--- src/rtl/usb4_slos_pkg.sv ---
// Shared SLOS constants, state encoding and PRBS11 step function.
// The far-end SLOS checker uses the same definitions.
package usb4_slos_pkg;

   localparam logic [10:0] PRBS11_SEED   = 11'h400;
   localparam int          PRBS11_LEN    = 2047;
   localparam int          PRBS11_TAP_HI = 10;
   localparam int          PRBS11_TAP_LO = 8;

   typedef enum logic [1:0] {
      IDLE = 2'd0,
      SEND = 2'd1,
      DONE = 2'd2
   } slos_state_t;

   typedef enum logic {
      SLOS1 = 1'b0,
      SLOS2 = 1'b1
   } slos_sel_t;

   // x^11 + x^9 + 1, shifting toward the MSB with feedback into bit 0
   function automatic logic [10:0] prbs11_next(input logic [10:0] s);
      return {s[9:0], s[PRBS11_TAP_HI] ^ s[PRBS11_TAP_LO]};
   endfunction

endpackage

--- src/rtl/prbs11_slos_tx_if.sv ---
// Control/status bundle between a lane-training sequencer and the SLOS generator.
interface prbs11_slos_tx_if #(
   parameter int CNT_W = 8
);
   logic             start;
   logic             slos_sel;
   logic [CNT_W-1:0] rep_count;
   logic             stop;
   logic             abort;
   logic             data_out;
   logic             tx_valid;
   logic             busy;
   logic             slos_sent;
   logic             done;
   logic [CNT_W-1:0] sent_count;

   modport master (
      output start, slos_sel, rep_count, stop, abort,
      input  data_out, tx_valid, busy, slos_sent, done, sent_count
   );

   modport slave (
      input  start, slos_sel, rep_count, stop, abort,
      output data_out, tx_valid, busy, slos_sent, done, sent_count
   );
endinterface

--- src/rtl/prbs11_lfsr.sv ---
// PRBS11 register with synchronous reload to the seed and step enable.
module prbs11_lfsr
   import usb4_slos_pkg::*;
#(
   parameter logic [10:0] SEED = PRBS11_SEED
) (
   input  logic        clk,
   input  logic        reset,
   input  logic        load,
   input  logic        advance,
   output logic [10:0] lfsr
);

   always_ff @(posedge clk or negedge reset) begin
      if (!reset) begin
         lfsr <= SEED;
      end else if (load) begin
         lfsr <= SEED;
      end else if (advance) begin
         lfsr <= prbs11_next(lfsr);
      end
   end

endmodule

--- src/rtl/prbs11_slos_tx.sv ---
// SLOS1/SLOS2 serial burst generator: back-to-back full PRBS11 periods,
// optionally inverted, with graceful stop and immediate abort.
//
// state | meaning
// IDLE  | waiting for start; outputs quiet
// SEND  | one SLOS bit per clock, reseeding at each SLOS boundary
// DONE  | single cycle after the last bit; raises done, ignores start
module prbs11_slos_tx
   import usb4_slos_pkg::*;
#(
   parameter logic [10:0] SEED     = PRBS11_SEED,
   parameter int          SLOS_LEN = PRBS11_LEN,
   parameter int          CNT_W    = 8
) (
   input  logic               clk,
   input  logic               reset,
   prbs11_slos_tx_if.slave    bus
);

   localparam int BIT_W = $clog2(SLOS_LEN);

   slos_state_t      state;
   logic [10:0]      lfsr;
   logic [BIT_W-1:0] bit_cnt;
   logic             sel_q;
   logic [CNT_W-1:0] rep_q;
   logic             stop_pend;
   logic             start_ok;
   logic             last_bit;
   logic             burst_end;
   logic [CNT_W-1:0] cnt_inc;

   assign start_ok  = (state == IDLE) && bus.start && !bus.abort;
   assign last_bit  = (state == SEND) && (bit_cnt == BIT_W'(SLOS_LEN - 1));
   assign cnt_inc   = (bus.sent_count == '1) ? bus.sent_count : bus.sent_count + 1'b1;
   assign burst_end = stop_pend || bus.stop || ((rep_q != '0) && (cnt_inc == rep_q));

   // The period equals the sequence length, so the reload at last_bit is
   // redundant in theory but keeps the pattern locked if SLOS_LEN is mis-set.
   prbs11_lfsr #(.SEED(SEED)) u_lfsr (
      .clk     (clk),
      .reset   (reset),
      .load    (bus.abort || start_ok || last_bit),
      .advance (state == SEND),
      .lfsr    (lfsr)
   );

   always_ff @(posedge clk or negedge reset) begin
      if (!reset) begin
         state          <= IDLE;
         bit_cnt        <= '0;
         sel_q          <= 1'b0;
         rep_q          <= '0;
         stop_pend      <= 1'b0;
         bus.data_out   <= 1'b0;
         bus.tx_valid   <= 1'b0;
         bus.busy       <= 1'b0;
         bus.slos_sent  <= 1'b0;
         bus.done       <= 1'b0;
         bus.sent_count <= '0;
      end else if (bus.abort) begin
         state         <= IDLE;
         bit_cnt       <= '0;
         stop_pend     <= 1'b0;
         bus.data_out  <= 1'b0;
         bus.tx_valid  <= 1'b0;
         bus.busy      <= 1'b0;
         bus.slos_sent <= 1'b0;
         bus.done      <= 1'b0;
      end else begin
         bus.data_out  <= 1'b0;
         bus.tx_valid  <= 1'b0;
         bus.slos_sent <= 1'b0;
         bus.done      <= 1'b0;
         case (state)
            IDLE: begin
               bus.busy <= 1'b0;
               if (bus.start) begin
                  sel_q          <= bus.slos_sel;
                  rep_q          <= bus.rep_count;
                  bit_cnt        <= '0;
                  stop_pend      <= 1'b0;
                  bus.sent_count <= '0;
                  bus.busy       <= 1'b1;
                  state          <= SEND;
               end
            end
            SEND: begin
               bus.busy     <= 1'b1;
               bus.data_out <= lfsr[0] ^ sel_q;
               bus.tx_valid <= 1'b1;
               if (last_bit) begin
                  bus.slos_sent  <= 1'b1;
                  bit_cnt        <= '0;
                  bus.sent_count <= cnt_inc;
                  if (burst_end) begin
                     state <= DONE;
                  end
               end else begin
                  bit_cnt <= bit_cnt + 1'b1;
                  if (bus.stop) begin
                     stop_pend <= 1'b1;
                  end
               end
            end
            DONE: begin
               bus.busy <= 1'b1;
               bus.done <= 1'b1;
               state    <= IDLE;
            end
            default: begin
               bus.busy <= 1'b0;
               state    <= IDLE;
            end
         endcase
      end
   end

endmodule

--- src/flat_wrapper.sv ---
// flat-port wrapper written by rule: the top's interface ports become plain ports
module prbs11_slos_tx_flat import usb4_slos_pkg::*;
#(
   parameter logic [10:0] SEED     = PRBS11_SEED,
   parameter int          SLOS_LEN = PRBS11_LEN,
   parameter int          CNT_W    = 8
)
  (clk, reset, bus_start, bus_slos_sel, bus_rep_count, bus_stop, bus_abort, bus_data_out, bus_tx_valid, bus_busy, bus_slos_sent, bus_done, bus_sent_count);
  prbs11_slos_tx_if #(.CNT_W(CNT_W)) bus_i ();
  input  logic clk;
  input  logic reset;
  input wire logic [$bits(bus_i.start)-1:0] bus_start;
  input wire logic [$bits(bus_i.slos_sel)-1:0] bus_slos_sel;
  input wire logic [$bits(bus_i.rep_count)-1:0] bus_rep_count;
  input wire logic [$bits(bus_i.stop)-1:0] bus_stop;
  input wire logic [$bits(bus_i.abort)-1:0] bus_abort;
  output wire logic [$bits(bus_i.data_out)-1:0] bus_data_out;
  output wire logic [$bits(bus_i.tx_valid)-1:0] bus_tx_valid;
  output wire logic [$bits(bus_i.busy)-1:0] bus_busy;
  output wire logic [$bits(bus_i.slos_sent)-1:0] bus_slos_sent;
  output wire logic [$bits(bus_i.done)-1:0] bus_done;
  output wire logic [$bits(bus_i.sent_count)-1:0] bus_sent_count;
  assign bus_i.start = bus_start;
  assign bus_i.slos_sel = bus_slos_sel;
  assign bus_i.rep_count = bus_rep_count;
  assign bus_i.stop = bus_stop;
  assign bus_i.abort = bus_abort;
  assign bus_data_out = bus_i.data_out;
  assign bus_tx_valid = bus_i.tx_valid;
  assign bus_busy = bus_i.busy;
  assign bus_slos_sent = bus_i.slos_sent;
  assign bus_done = bus_i.done;
  assign bus_sent_count = bus_i.sent_count;
  prbs11_slos_tx #(.SEED(SEED), .SLOS_LEN(SLOS_LEN), .CNT_W(CNT_W)) u_core (.clk(clk), .reset(reset), .bus(bus_i));
endmodule
--- config.mk ---
export PLATFORM = sky130hd
export DESIGN_NAME = prbs11_slos_tx_flat
export DESIGN_NICKNAME = d
export VERILOG_FILES = /design/src/rtl/usb4_slos_pkg.sv /design/src/rtl/prbs11_slos_tx_if.sv /design/src/rtl/prbs11_lfsr.sv /design/src/rtl/prbs11_slos_tx.sv /design/src/flat_wrapper.sv
export SDC_FILE = /design/constraint.sdc
export NUM_CORES = 1
export LEC_CHECK = 0
export BUFFER_PORTS_ARGS = -buffer_cell sky130_fd_sc_hd__buf_2
export CORE_ASPECT_RATIO = 1.2
export CORE_MARGIN = 2
export CORE_UTILIZATION = 30
export DETAILED_ROUTE_END_ITERATION = 8
export PLACE_DENSITY_LB_ADDON = 0.05
export SLEW_MARGIN = 20
export SYNTH_ARGS = -nofsm -noshare
export SYNTH_HDL_FRONTEND = slang
export SYNTH_HIERARCHICAL = 1
export SYNTH_SLANG_ARGS = --single-unit
--- constraint.sdc ---
create_clock -name clk -period 2.5 [get_ports clk]
set_clock_uncertainty 0.1 [all_clocks]
set_input_delay 0.5 -clock clk [delete_from_list [all_inputs] [get_ports clk]]
set_output_delay 0.5 -clock clk [all_outputs]
set_load 0.01 [all_outputs]
==> flow_summary.ini, run 1 <==
[power_and_ir_drop]
p_total_mw = 2.42
internal_power_mw = 1.57
power.switching_mw = 0.845
swShare_pct = 35.0
p_comb_share_pct = 35.1
pwr-share-seq_pct = 41.1
p_leak_nw = 1.39
peakVddDrop_mv = 0.245
power_density_nw_per_um2 = 758
clkPwrFrac_pct = 23.8

[route]
wl_per_cell_microns = 15.3
drt_iter0_drc = 89
routed-via-count = 2231
drtPass1Iterations = 4
drc = 0
via_per_inst = 5.12
totalWireLength_microns = 6680
ant_nets = 0

[sta]
post-route-min-period_ns = 2.41
tightest_slew_ns = 0.724
setup_viol = 0
max-slew-margin-rel_pct = 51.7
timing.final.crit_share_pct = 96.3
slew_viol_final = 0
fmax_ghz = 0.415
rsz0062_at_grt = true
layout_setup_ws_ns = 0.0922
hold_viol = 0

[run_status]
status = completed

[synthesis]
avgSynthCellArea_sq_um = 9.64
yosysWarnings = 6
ys_ff_latch = 47
synth_area_leaders = dfrtp_1 (44%), o21ai_0 (4.4%), mux2_2 (4.3%), mux2i_1 (4.2%), ha_1 (3.8%)
yosysTopAreaCellShare_pct = 43.9
synth_top_area_cell = dfrtp_1
synth_area_sq_um = 2620
synth_cell_types = 52
ys_seq_area_share_pct = 44.9
syn-num-nets = 294
synth-main-ff-cell = dfrtp_1
ys_async_sr_fraction_pct = 100
synth_cells = 272
synth-edff-count = 0

[global_route]
grt_max_degree = 31
antenna_found_initial = 0
grt_pass1_wl_microns = 11100
grt_pass1_vias = 2214
grt_usage_pct = 15.1
overflow = 0

[cts]
h-tree-depth = 2
cts_sinks = 47
cts_tree = yes
cts-root-buf = clkbuf_8
numCtsBuffers = 5
ctsHoldBuffers = 0
clock_latency_ns = 0.31
clk_pin_slew_ns = 0.09
cts_buffer_depth = 2

[hold_path]
hold_path.class = in -> async

[run]
cap_violations = 0

[die]
core_area_sq_um = 8520
fp.dieW_microns = 89.4
initial_core_util_pct = 30.8
die_y_microns = 106
dieArea_sq_um = 9510
rows = 37
io_pins = 27

[finish]
layout.nets = 340
diodes = 0
stdcell_area_sq_um = 3190
multi_input_area_sq_um = 1410
drive_above_1_share_pct = 26.6
syn_to_final_growth_pct = 21.5
n_fill_cell = 898
seq_area_sq_um = 1180
final_cells = 436

[place]
io_buffer_count = 26
detailed_place_hpwl_microns = 4860
post_dp_cell_area_sq_um = 2980
placed_cells = 424
gp_congestion = 0.812
dpl_worst_slack_ns = 0.0256

[setup_path]
cp_data_required_time_ns = 2.59
crit_arrival_ns = 2.50
end_kind = flop
worstPathMaxFanout = 7
startpoint_type = flop
critical_path_class = reg -> reg
[logic make-up after synthesis]
family	Yosys count	share of synthesized area [%]
xor gates and xnor gates	5	1.67
muxes	21	8.49
adders and majority gates	8	3.82
buffers and inverters	18	3.43
DFF	47	44.9
and+or+nand+nor	106	21.0
AOI/OAI and AO/OA	67	16.7
[final cells by class]
cell class / instances / area share (%)
Clock inverter: 3 / 1.37
Clock buffer: 5 / 2.16
Sequential cell: 47 / 37.1
Inverter: 8 / 0.943
Multi-Input combinational cell: 207 / 44.1
Tap cell: 117 / 4.60
Timing Repair Buffer: 49 / 9.74
[per-stage QoR]
stage               setup TNS, ns  hold slack [ns]  util, %
floorplan                       0            0.104        -
finish                          0            0.146     37.4
detailed placement              0            0.371     35.0
global placement         -0.00849            0.374     35.0
global route              -0.0198            0.189     37.4
CTS                             0            0.176     36.3
[sequential cells by signal (all words and copies together) (netlist names)]
name and count:
u_core/bus.data_out 1, u_core/rep_q 8, u_core/sel_q 1, u_core/bit_cnt 11, u_core/u_lfsr/lfsr 11, u_core/state 2, u_core/bus.sent_count 8, u_core/bus.tx_valid 1
u_core/bus.done 1, u_core/bus.slos_sent 1, u_core/bus.busy 1, u_core/stop_pend 1
[routing by layer]
layer	up-vias	track usage, %	share of wire [%]
met4	0	6.40	2.7
met3	17	2.80	3.7
met1	1085	18.5	42
li1	1082	-	-
met2	47	25.2	52
met5	-	0	0
[worst max-delay path, cell delays in order (launching register included)]
cell,delay (ns)
dfrtp_1,0.43
ha_4,0.20
and3_2,0.25
nand2_1,0.10
buf_4,0.14
mux2i_1,0.24
mux2_4,0.34
a41oi_4,0.15
buf_4,0.15
nor3_2,0.03
o32a_1,0.17
[cells in the mapped netlist, drive strengths merged, types with 3 or more instances]
| library cell | count |
|---|---|
| inv | 8 |
| nor2 | 26 |
| clkbuf | 5 |
| dfrtp | 46 |
| nand2 | 24 |
| nor2b | 5 |
| buf | 5 |
| ha | 8 |
| o31ai | 4 |
| and3 | 9 |
| mux2 | 10 |
| a31oi | 3 |
| mux2i | 11 |
| nand3 | 13 |
| nand2b | 3 |
| and4 | 4 |
| o21ai | 23 |
| nor3 | 7 |
| a211oi | 4 |
| nand4 | 4 |
| a21oi | 20 |
| xnor2 | 3 |
[timing repair]
| action | 4_1_cts | 5_1_grt |
|---|---|---|
| setup endpoints to repair | 1 | 6 |
| buffers inserted | 0 | 4 |
| pin swaps | 0 | 3 |
| resized for setup | 1 | 13 |
[power by group through the flow]
stage	sequential [mW]	clock [mW]	combinational, mW
floorplan	1.00	0	0.542
global placement	1.01	0	0.827
detailed placement	1.00	0	0.828
CTS	0.990	0.607	0.830
global route	1.01	0.636	0.957
finish	0.992	0.576	0.848
[path summary, 6_finish.rpt]
path                                     startpoint                       end  slack (ns)  cells past startpoint
setup / recovery           u_core/bus.sent_count[1]           u_core/state[0]        0.09                     10
hold / removal                                reset  u_core/bus.sent_count[0]        0.15                      1
setup reg to reg           u_core/bus.sent_count[1]           u_core/state[0]        0.09                     10
hold reg to reg                    u_core/stop_pend          u_core/stop_pend        0.39                      1
max in group asynchronous                     reset           u_core/rep_q[4]        1.53                      2
min in group clk                   bus_rep_count[1]           u_core/rep_q[1]        0.32                      2
[cell usage in the layout, fill, tap and decap left out, types with 2 or more instances in the layout]
cell and count:
a211oi_1 3, a21oi_1 19, a31oi_1 3, and3_1 8, and4_1 4, buf_2 26, buf_4 21, buf_6 2
clkbuf_8 5, dfrtp_1 43, dfrtp_2 3, ha_1 7, inv_1 8, mux2_2 9, mux2i_1 11, nand2_1 24
nand2b_1 3, nand3_1 12, nand4_1 4, nor2_1 24, nor2_2 2, nor2b_1 5, nor3_1 6, nor3b_1 2
o21ai_0 23, o31ai_1 4, or3_1 2, or3b_1 2, xnor2_1 3, xor2_1 2
Power figures use the tool's default switching activity.
==> inputs of run 2 (changes only) <==
--- a/config.mk
+++ b/config.mk
@@ -8,7 +8,7 @@
 export BUFFER_PORTS_ARGS = -buffer_cell sky130_fd_sc_hd__buf_2
 export CORE_ASPECT_RATIO = 1.2
 export CORE_MARGIN = 2
-export CORE_UTILIZATION = 30
+export CORE_UTILIZATION = 53
 export DETAILED_ROUTE_END_ITERATION = 8
 export PLACE_DENSITY_LB_ADDON = 0.05
 export SLEW_MARGIN = 20
==> run 2 against run 1 <==
Critical path depth is 2 lower; largest cell class unchanged; combinational power is 4.1% lower; routed wire length is 11% lower.
==> flow_summary.ini, run 2 (same netlist as run 1, synthesis figures left out) <==
[run_status]
status = completed

[place]
post_dp_cell_area_sq_um = 2900
gp_congestion = 0.902
placed_cells = 366
detailed_place_hpwl_microns = 4260
io_buffer_count = 26

[setup_path]
crit_arrival_ns = 2.48
critPathMaxStageDelay_ns = 0.40
startpoint_type = flop
critPathLaunch = u_core/bus.sent_count[0]
crit_family = compound AO/OA/AOI/OAI gates
cp.depth = 8
cp.buffers_inverters = 2
critPathSlowestCell = dfrtp_1
critical_path_class = reg -> reg
crit_chain = buf_6 > or3b_1 > a211o_1 > a21oi_1 > o32a_2 > a41oi_2 > buf_4 > o32a_1
rr_worst_depth = 8
end_kind = flop
cp_data_required_time_ns = 2.59
regToRegStartpoint = u_core/bus.sent_count[0]
worstPathMaxFanout = 10

[power_and_ir_drop]
p_leak_nw = 1.36
power_density_nw_per_um2 = 773
peakVddDrop_mv = 0.390

[sta]
slew_viol_final = 0
timing.final.crit_share_pct = 95.8
max-slew-margin-rel_pct = 60.8
setup_viol = 0
fmax_ghz = 0.418
hold_viol = 0
tightest_slew_ns = 0.588
post-route-min-period_ns = 2.39

[finish]
stdcell_area_sq_um = 3050
syn_to_final_growth_pct = 16.5
final_cell_mix = dfrtp_1 (44), buf_2 (26), nor2_1 (25)
n_fill_cell = 424
drive_above_1_share_pct = 24.8
layout.nets = 336
diodes = 0
biggestRegsByFlops = u_core/bit_cnt (11), u_core/u_lfsr/lfsr (11)
final_cells = 375
layout_commonest_cell = dfrtp_1

[route]
drt_iter0_drc = 229
routed-via-count = 2230
drc = 0
via_per_inst = 5.95
drtPass1Iterations = 5
totalWireLength_microns = 5970
ant_nets = 0
wl_per_cell_microns = 15.9

[global_route]
overflow = 0
grt_usage_pct = 23.8
grt_pass1_vias = 2076
antenna_found_initial = 0
grt_pass1_wl_microns = 9850
grt_max_degree = 48

[die]
dieArea_sq_um = 5530
initial_core_util_pct = 54.2
io_pins = 27
rows = 28
fp.dieW_microns = 68.2
die_y_microns = 81.1
core_area_sq_um = 4830

[cts]
clk_pin_slew_ns = 0.09
ctsHoldBuffers = 0
cts_sinks = 47
clock_latency_ns = 0.29
cts_buffer_depth = 2
cts-root-buf = clkbuf_8
h-tree-depth = 2
numCtsBuffers = 5
cts_tree = yes

[run]
cap_violations = 0

[hold_path]
hold_path.class = in -> async
-- run 2: timing repair --
action	4_1_cts	5_1_grt
endpoints found under the setup margin	0	2
setup buffers	0	1
gates resized for setup	0	9
-- run 2: layout make-up --
cell class / count / area, sq um / share of cell area (%)
well taps: 60 / 75.1 / 2.46
inverters: 8 / 30.0 / 0.983
flip-flops and latches: 47 / 1180 / 38.6
multi-input cells: 207 / 1390 / 45.4
clock inverters: 1 / 30.0 / 0.983
repair buffers: 45 / 277 / 9.05
clock buffers: 7 / 76.3 / 2.50
-- run 2: final timing paths --
kind,to,slack [ns]
worst max-delay path,u_core/state[0],0.11
worst min-delay path,u_core/bus.data_out,0.18
worst max register to register,u_core/state[0],0.11
worst min register to register,u_core/stop_pend,0.39
max in group asynchronous,u_core/bus.sent_count[5],1.68
min in group clk,u_core/rep_q[3],0.33
-- run 2: power by group --
part,total [mW],leakage (nW),internal [mW],switching [mW]
Sequential,1.01,0.625,0.884,0.123
Combinational,0.813,0.680,0.380,0.434
Clock,0.540,0.0524,0.299,0.240
Total,2.36,1.36,1.56,0.797
-- run 2: metrics by stage --
| stage | worst slack [ns] | hold slack, ns | utilization [%] | TNS [ns] | total power [mW] |
|---|---|---|---|---|---|
| after CTS | 0.0343 | 0.205 | 62.2 | 0 | 2.36 |
| after floorplan | 0.0154 | 0.104 | - | 0 | 1.54 |
| after detailed placement | 0.0527 | 0.371 | 60.0 | 0 | 1.82 |
| after global routing | -0.0190 | 0.244 | 63.2 | -0.0281 | 2.51 |
| final | 0.106 | 0.180 | 63.2 | 0 | 2.36 |
| after global placement | 0.148 | 0.366 | 60.0 | 0 | 1.80 |
-- run 2: layer usage --
metal / vias up / track usage [%] / wire length, microns
met4: 0 / 9.00 / 184
met2: 75 / 40.2 / 3080
li1: 1081 / - / -
met1: 1059 / 30.2 / 2420
met3: 15 / 3.74 / 281
met5: - / 0 / 0
